$ cat config.mk
export PLATFORM = sky130hd
export DESIGN_NAME = sm_hex_display_scan
export DESIGN_NICKNAME = d
export VERILOG_FILES = /design/src/rtl/sm_hex_display_scan.sv
export SDC_FILE = /design/constraint.sdc
export NUM_CORES = 1
export LEC_CHECK = 0
export ABC_AREA = 1
export BUFFER_PORTS_ARGS = -buffer_cell sky130_fd_sc_hd__clkbuf_2
export CORE_UTILIZATION = 61
export CTS_CLUSTER_SIZE = 25
export DETAILED_ROUTE_END_ITERATION = 8
export MAX_ROUTING_LAYER = met4
export PLACE_DENSITY = 0.84
export SLEW_MARGIN = 20
export SYNTH_ARGS = -nofsm -noshare
export SYNTH_HDL_FRONTEND = slang
export SYNTH_SLANG_ARGS = --single-unit
export TNS_END_PERCENT = 20
$ cat constraint.sdc
create_clock -name clk -period 3.8 [get_ports clk]
set_input_delay 0.57 -clock clk [delete_from_list [all_inputs] [get_ports clk]]
set_output_delay 0.57 -clock clk [all_outputs]
set_load 0.01 [all_outputs]
$ cat src/rtl/sm_hex_display_scan.sv
// Time-multiplexed hex seven-segment scanner; each frame shows a snapshot of number/dp.
// Optional leading-zero blanking is enabled by defining SM_HEX_DISPLAY_SCAN_LZ_BLANK_EN.
module sm_hex_display_scan #(
  parameter int unsigned DIGIT_COUNT    = 4,
  parameter int unsigned SCAN_DIV       = 1000,
  parameter bit          SEG_ACTIVE_LOW = 1'b0,
  parameter bit          AN_ACTIVE_LOW  = 1'b0
) (
  input  logic                     clk,
  input  logic                     rst_n,
  input  logic [4*DIGIT_COUNT-1:0] number,
  input  logic [DIGIT_COUNT-1:0]   dp,
  input  logic                     enable,
  output logic [6:0]               seven_segments,
  output logic                     dot,
  output logic [DIGIT_COUNT-1:0]   anodes,
  output logic                     frame_start
);

  localparam int unsigned IDX_W = (DIGIT_COUNT > 1) ? $clog2(DIGIT_COUNT) : 1;
  localparam int unsigned PRE_W = (SCAN_DIV > 1) ? $clog2(SCAN_DIV) : 1;

  localparam logic [6:0]             SEG_OFF = {7{SEG_ACTIVE_LOW}};
  localparam logic                   DOT_OFF = SEG_ACTIVE_LOW;
  localparam logic [DIGIT_COUNT-1:0] AN_OFF  = {DIGIT_COUNT{AN_ACTIVE_LOW}};
  localparam logic [PRE_W-1:0]       PRE_MAX = PRE_W'(SCAN_DIV - 1);
  localparam logic [IDX_W-1:0]       IDX_MAX = IDX_W'(DIGIT_COUNT - 1);

  function automatic logic [6:0] hex_to_seg(input logic [3:0] nib);
    logic [6:0] seg;
    case (nib)
      4'h0:    seg = 7'h3F;
      4'h1:    seg = 7'h06;
      4'h2:    seg = 7'h5B;
      4'h3:    seg = 7'h4F;
      4'h4:    seg = 7'h66;
      4'h5:    seg = 7'h6D;
      4'h6:    seg = 7'h7D;
      4'h7:    seg = 7'h07;
      4'h8:    seg = 7'h7F;
      4'h9:    seg = 7'h67;
      4'hA:    seg = 7'h77;
      4'hB:    seg = 7'h7C;
      4'hC:    seg = 7'h39;
      4'hD:    seg = 7'h5E;
      4'hE:    seg = 7'h79;
      4'hF:    seg = 7'h71;
      default: seg = 7'h00;
    endcase
    return seg;
  endfunction

  logic [PRE_W-1:0]         prescaler_q, prescaler_d;
  logic [IDX_W-1:0]         idx_q, idx_d;
  logic [4*DIGIT_COUNT-1:0] snap_num_q, snap_num_d;
  logic [DIGIT_COUNT-1:0]   snap_dp_q, snap_dp_d;
  logic                     frame_start_q, frame_start_d;
  logic [6:0]               seg_q, seg_d;
  logic                     dot_q, dot_d;
  logic [DIGIT_COUNT-1:0]   an_q, an_d;

  logic                     tick_s;
  logic [3:0]               nibble_s;
  logic                     blank_s;

  assign tick_s   = enable && (prescaler_q == PRE_MAX);
  assign nibble_s = snap_num_q[{idx_q, 2'b00} +: 4];

`ifdef SM_HEX_DISPLAY_SCAN_LZ_BLANK_EN
  logic [DIGIT_COUNT-1:0] lead_zero_s;

  // Digit k is a leading zero when every snapshot nibble from the top down to k is zero.
  always_comb begin : lz_scan
    logic all_zero;
    all_zero    = 1'b1;
    lead_zero_s = '0;
    for (int k = DIGIT_COUNT - 1; k >= 1; k--) begin
      all_zero       = all_zero && (snap_num_q[4*k +: 4] == 4'h0);
      lead_zero_s[k] = all_zero;
    end
  end

  assign blank_s = lead_zero_s[idx_q];
`else
  assign blank_s = 1'b0;
`endif

  // Next-state: prescaler/index advance, frame snapshot, and the blanked-or-decoded outputs.
  always_comb begin
    prescaler_d   = prescaler_q;
    idx_d         = idx_q;
    snap_num_d    = snap_num_q;
    snap_dp_d     = snap_dp_q;
    frame_start_d = 1'b0;
    seg_d         = SEG_OFF;
    dot_d         = DOT_OFF;
    an_d          = AN_OFF;
    if (enable) begin
      if (tick_s) begin
        prescaler_d = '0;
        if (idx_q == IDX_MAX) begin
          idx_d         = '0;
          snap_num_d    = number;
          snap_dp_d     = dp;
          frame_start_d = 1'b1;
        end else begin
          idx_d = idx_q + IDX_W'(1);
        end
      end else begin
        prescaler_d = prescaler_q + PRE_W'(1);
      end
      // Outputs describe the digit selected before this cycle's advance.
      if (blank_s) begin
        seg_d = SEG_OFF;
      end else begin
        seg_d = hex_to_seg(nibble_s) ^ {7{SEG_ACTIVE_LOW}};
      end
      dot_d = snap_dp_q[idx_q] ^ SEG_ACTIVE_LOW;
      an_d  = (DIGIT_COUNT'(1'b1) << idx_q) ^ AN_OFF;
    end else begin
      frame_start_d = 1'b0;
    end
  end

  // State and output registers with asynchronous clear to the inactive display.
  always_ff @(posedge clk or negedge rst_n) begin
    if (!rst_n) begin
      prescaler_q   <= '0;
      idx_q         <= '0;
      snap_num_q    <= '0;
      snap_dp_q     <= '0;
      frame_start_q <= 1'b0;
      seg_q         <= SEG_OFF;
      dot_q         <= DOT_OFF;
      an_q          <= AN_OFF;
    end else begin
      prescaler_q   <= prescaler_d;
      idx_q         <= idx_d;
      snap_num_q    <= snap_num_d;
      snap_dp_q     <= snap_dp_d;
      frame_start_q <= frame_start_d;
      seg_q         <= seg_d;
      dot_q         <= dot_d;
      an_q          <= an_d;
    end
  end

  assign seven_segments = seg_q;
  assign dot            = dot_q;
  assign anodes         = an_q;
  assign frame_start    = frame_start_q;

endmodule

## Word level (Yosys, flattened, before mapping)

Memories as Yosys holds them, arrays and structs flattened.
Cells that the tools add are included.

- Output and inout bits: 13
- Register bits: 45
- Memories kept: 1
- Input port bits: 23
- Word-level logic and storage cells: 29
- ROM bits: 112

- Equality and inequality tests: 2
- Reductions and logical operators: 3
- Muxes and demuxes: 10
- Add/subtract/negate cells: 2
- Shifts and indexed selects: 2
- Order comparisons: 1

Memory list:

| memory | words | width | rd ports | clocked after Yosys merged registers in | wr ports | line | source |
|---|---|---|---|---|---|---|---|
| (no name shown) | 16 | 7 | 1 | 0 | 0 | 31 | `case (nib)` |

Operators with widths:

| operator | number |
|---|---|
| $shiftx A16 B5 Y4 | 1 |
| $add A10 B1 Y10 const B | 1 |
| $eq A10 B10 Y1 const B | 1 |
| $mux W10 | 1 |
| $mux W7 | 1 |
| $mux W1 | 5 |
| $mux W4 | 1 |
| $shl A1 B2 Y4 const A | 1 |
| $lt A2 B3 Y1 const B | 1 |
| $reduce_and A3 Y1 | 1 |
| $add A2 B1 Y2 const B | 1 |
| $bmux W1 S2 | 1 |
| $eq A2 B2 Y1 const B | 1 |
| $mux W2 | 1 |
| $reduce_and A2 Y1 | 1 |
| $logic_and A1 B1 Y1 | 1 |

## Logic depth before layout (Yosys ltp)

- Depth after elaboration: 4
- Gate-level depth with buffers: 12
- Gate-level depth less buffers: 11

## Worst setup path before layout

OpenSTA, ideal clock, no wires.

- Path kind: register to register
- Start: register idx_q[0]
- End: register seg_q[1] (netlist: seven_segments[1])
- Required time: 3,679 ps
- Arrival: 1,466 ps
- Buffers on the path: 1
- Cell stages (with the launch flop): 10
- Clock period less this slack: 1,587 ps
- Library setup time: 121 ps
- Path slack: 2,213 ps
- Path through: dfrtp_1 -> inv_1 -> buf_4 -> nand2_1 -> nand3_1 -> nand2_1 -> ha_1 -> nand3_1 -> o21ai_0 -> nor2_1

- Cells in the longest elaborated chain, start to end: 3

Ends and longest elaborated chain:

| item | line | source |
|---|---|---|
| start: declaration | 54 | `logic [IDX_W-1:0] idx_q, idx_d;` |
| start signal: assignment | 138 | `idx_q <= idx_d;` |
| $shiftx A16 B5 Y4 | 67 | `assign nibble_s = snap_num_q[{idx_q, 2'b00} +: 4];` |
| $mem_v2 Z16 W7 | n/a |  |
| $mux W7 | 98 | `if (enable) begin` |
| net seg_d[1] | 58 | `logic [6:0] seg_q, seg_d;` |
| end signal: assignment | 142 | `seg_q <= seg_d;` |
| end: declaration | 58 |  |

The timed path passes the listed nets, and every way through them passes these cells.
A chain may end at the register's enable or synchronous reset.

## Worst setup path after layout

- Start: register idx_q[0]
- End: register seg_q[3] (netlist: seven_segments[3])

The elaborated chain is that of the path after synthesis.

==> reports/results.tsv <==
stage	metric	value	unit
logic_synthesis	commonest cells in the netlist	nand2_1 (98), dfrtp_1 (45), inv_1 (35)	
sta	worst slew pin tran	0.956	ns
setup_path	Max stage delay on crit path	0.60	ns
sta	RSZ-0062 raised after global routing	false	
global_routing	GR Overflow Total	0	
run	max_cap viols	0	
place	placed insts	376	
routing	ANT nets after route	0	
die	core box area	3690	sq um
logic_synthesis	Post-synth EDFFs	0	
place	Post-DP HPWL	3.08	mm
setup_path	critical path required time	4.03	ns
place	port bufs	35	
sta	crit share post-route	0.545	
cells_and_area	diode count	0	
setup_path	CP Capture Type	flip-flop	
clock_tree	Num CTS Buffers	5	
clock_tree	CTS tree	built	
sta	Fin. Hold Viols	0	
logic_synthesis	register area share after synthesis	0.474	
die	io pins	36	
cells_and_area	Final Net Count	368	
global_routing	vias in the first global route	1865	
setup_path	FF-to-FF setup slack	1.73	ns
setup_path	crit-path max FO	14	
clock_tree	Sink Count	45	
setup_path	Worst EP arrival	2.30	ns
power_and_ir_drop	Worst IR Drop VDD	0.260	mV
clock_tree	Max Buffers Root-to-Sink	2	
die	row count	22	
logic_synthesis	synthesized area per cell	7.85	sq um
routing	drt wl/cell	10.9	um
logic_synthesis	most used flip-flop cell after synthesis	dfrtp_1	
clock_tree	# hold bufs at CTS	0	
logic_synthesis	count leader, synth	nand2_1	
place	Placement Cell Area	2540	sq um
setup_path	reg2reg path depth	11	
cells_and_area	layout cell share with drive strength beyond 1	0.155	
cells_and_area	final cell count without fillers	384	
routing	Vias	1962	
run_status	status	completed	
cells_and_area	# fillers	315	
logic_synthesis	Yosys warnings	0	
sta	sum of negative setup slack	0	ns
clock_tree	Clock Pin Slew Worst Setup and Hold Paths	0.08	ns
logic_synthesis	top cell type's share of synthesized area	0.474	
logic_synthesis	Synth area leader	dfrtp_1	
sta	Final Max Tran Viols	0	
global_routing	initial antenna violation count	0	
setup_path	critical register-to-register path startpoint	idx_q[0]$_DFFE_PN0P_	
die	Die ar.	4150	sq um
routing	post-DR vias/cell	5.11	
routing	detailed-route wire length	4.20	mm
clock_tree	htree depth	2	
sta	setup ws final	1.73	ns
global_routing	largest net degree at the start of global routing	46	
routing	DRT iter0 DRCs	99	
sta	Setup Skew	0.00749	ns
logic_synthesis	Synth Instances	303	
global_routing	Tot GR Track Use	0.246	
cells_and_area	Area growth syn-to-layout	10.1	%
setup_path	critical path class	flip-flop to flip-flop	
logic_synthesis	number of library cell types mapped by synthesis	25	
setup_path	Critical Path Start Type	flip-flop	
sta	worst hold slack	0.416	ns
clock_tree	clk_lat worst skew	0.29	ns
setup_path	WP buf/inv	3	
power_and_ir_drop	PwrDens	447	nW/um^2
place	RePlAce Congestion	0.870	
global_routing	first-pass GRT wire length	7.77	mm
sta	Slew HR	0.362	
setup_path	CP max-delay cell	dfrtp_1	
logic_synthesis	syn_nets	336	
cells_and_area	design area	2620	sq um
setup_path	worst reg2reg endpoint	seven_segments[3]$_DFF_PN0_	
setup_path	CP Cell Sequence	inv_1 -> nand2_1 -> nand3_1 -> nand2_1 -> inv_1 -> ha_1 -> inv_1 -> nand2_1 -> nand3_1 -> nand2_1 -> nor2_1	
clock_tree	post-CTS resize count	0	
die	initial core utilization	0.645	
clock_tree	post-CTS setup buffer count	0	
die	die height	64.4	um
setup_path	CP delay by family, top	simple AND/OR/NAND/NOR gates	
clock_tree	root buffer cell	clkbuf_8	
sta	setup violators final	0	
min_path	worst min path class	input port to async pin	
routing	TritonRoute pass-1 iters	4	
power_and_ir_drop	leakage	1.51	nW
place	pre-CTS setup slack	1.77	ns
logic_synthesis	ranking of synthesized cells by area	dfrtp_1 (47%), nand2_1 (15%), o21ai_0 (6.3%)	
sta	Tmin final	2.07	ns
logic_synthesis	post-synthesis async set-or-reset flop share	1.00	
logic_synthesis	Seq cells post-synth	45	
logic_synthesis	mapped cell area	2380	sq um
die	die width	64.4	um
setup_path	critical path's most frequent cell	nand2_1	
sta	FMAX	0.483	GHz
routing	# DRC	0	
==> layout by cell type (no fill, tap or decap), drive strengths merged <==
master / count
a21oi: 7
buf: 1
clkbuf: 42
dfrtp: 45
ha: 10
inv: 38
nand2: 103
nand3: 25
nand3b: 2
nand4: 2
nor2: 21
nor3: 8
o21ai: 32
==> flip-flops by register name, indices dropped and copies added, names as in the netlist <==
signal / count
prescaler_q: 10
idx_q: 2
snap_num_q: 16
dot: 1
seven_segments: 7
snap_dp_q: 4
frame_start: 1
anodes: 4
==> layout make-up <==
cell class | count | area (sq um) | share of cell area
inverter | 38 | 145 | 0.0554
clock buffer | 8 | 80.1 | 0.0306
tap | 48 | 60.1 | 0.0229
sequential | 45 | 1130 | 0.430
timing repair buffer | 35 | 175 | 0.0669
multi-input combinational | 210 | 1030 | 0.394
==> power breakdown <==
group | leakage (nW) | total [mW] | internal, mW | switching, mW
sequential | 0.543 | 0.609 | 0.544 | 0.0649
combinational | 0.926 | 0.282 | 0.0984 | 0.183
clock | 0.0395 | 0.279 | 0.131 | 0.148
==> metrics by stage <==
step                utilization  power (mW)
detailed placement        0.688       0.897
CTS                       0.710        1.17
global route              0.710        1.25
finish                    0.710        1.17
floorplan                     -       0.815
global placement          0.688       0.881
==> worst max-delay path by stage <==
stage,start,end,slack [ns],cells past startpoint
finish,idx_q[0]$_DFFE_PN0P_,seven_segments[3]$_DFF_PN0_,1.73,11
global route,idx_q[0]$_DFFE_PN0P_,seven_segments[0]$_DFF_PN0_,1.46,11
CTS,idx_q[0]$_DFFE_PN0P_,seven_segments[3]$_DFF_PN0_,1.75,11
detailed placement,idx_q[0]$_DFFE_PN0P_,seven_segments[3]$_DFF_PN0_,1.77,11
global placement,idx_q[0]$_DFFE_PN0P_,seven_segments[3]$_DFF_PN0_,1.77,11
floorplan,idx_q[0]$_DFFE_PN0P_,seven_segments[1]$_DFF_PN0_,2.21,9
==> cell families (layout without fill, tap and decap cells) <==
group / Yosys count / after routing / share of synthesized area
adder cells (fa/ha/maj): 10 / 10 / 0.0526
AO/OA/AOI/OAI: 39 / 39 / 0.0821
buffers and inverters: 48 / 81 / 0.0926
AND/OR/NAND/NOR: 161 / 161 / 0.299
flip-flops: 45 / 45 / 0.474
==> layer usage <==
| layer | wire, um | up-vias | track usage |
|---|---|---|---|
| li1 | - | 1015 | - |
| met1 | 1870 | 880 | 0.286 |
| met2 | 2070 | 59 | 0.428 |
| met3 | 201 | 8 | 0.0440 |
| met4 | 58 | 0 | 0.0889 |
| met5 | 0 | - | - |
==> worst reg2reg max path, delay by kind of cell, from the launching register on <==
family | cells | cell delay, ns
AND/OR/NAND/NOR | 7 | 0.69
flip-flops | 1 | 0.60
buffers and inverters | 3 | 0.47
adder cells (fa/ha/maj) | 1 | 0.25
(Power assumes the default switching activity.)
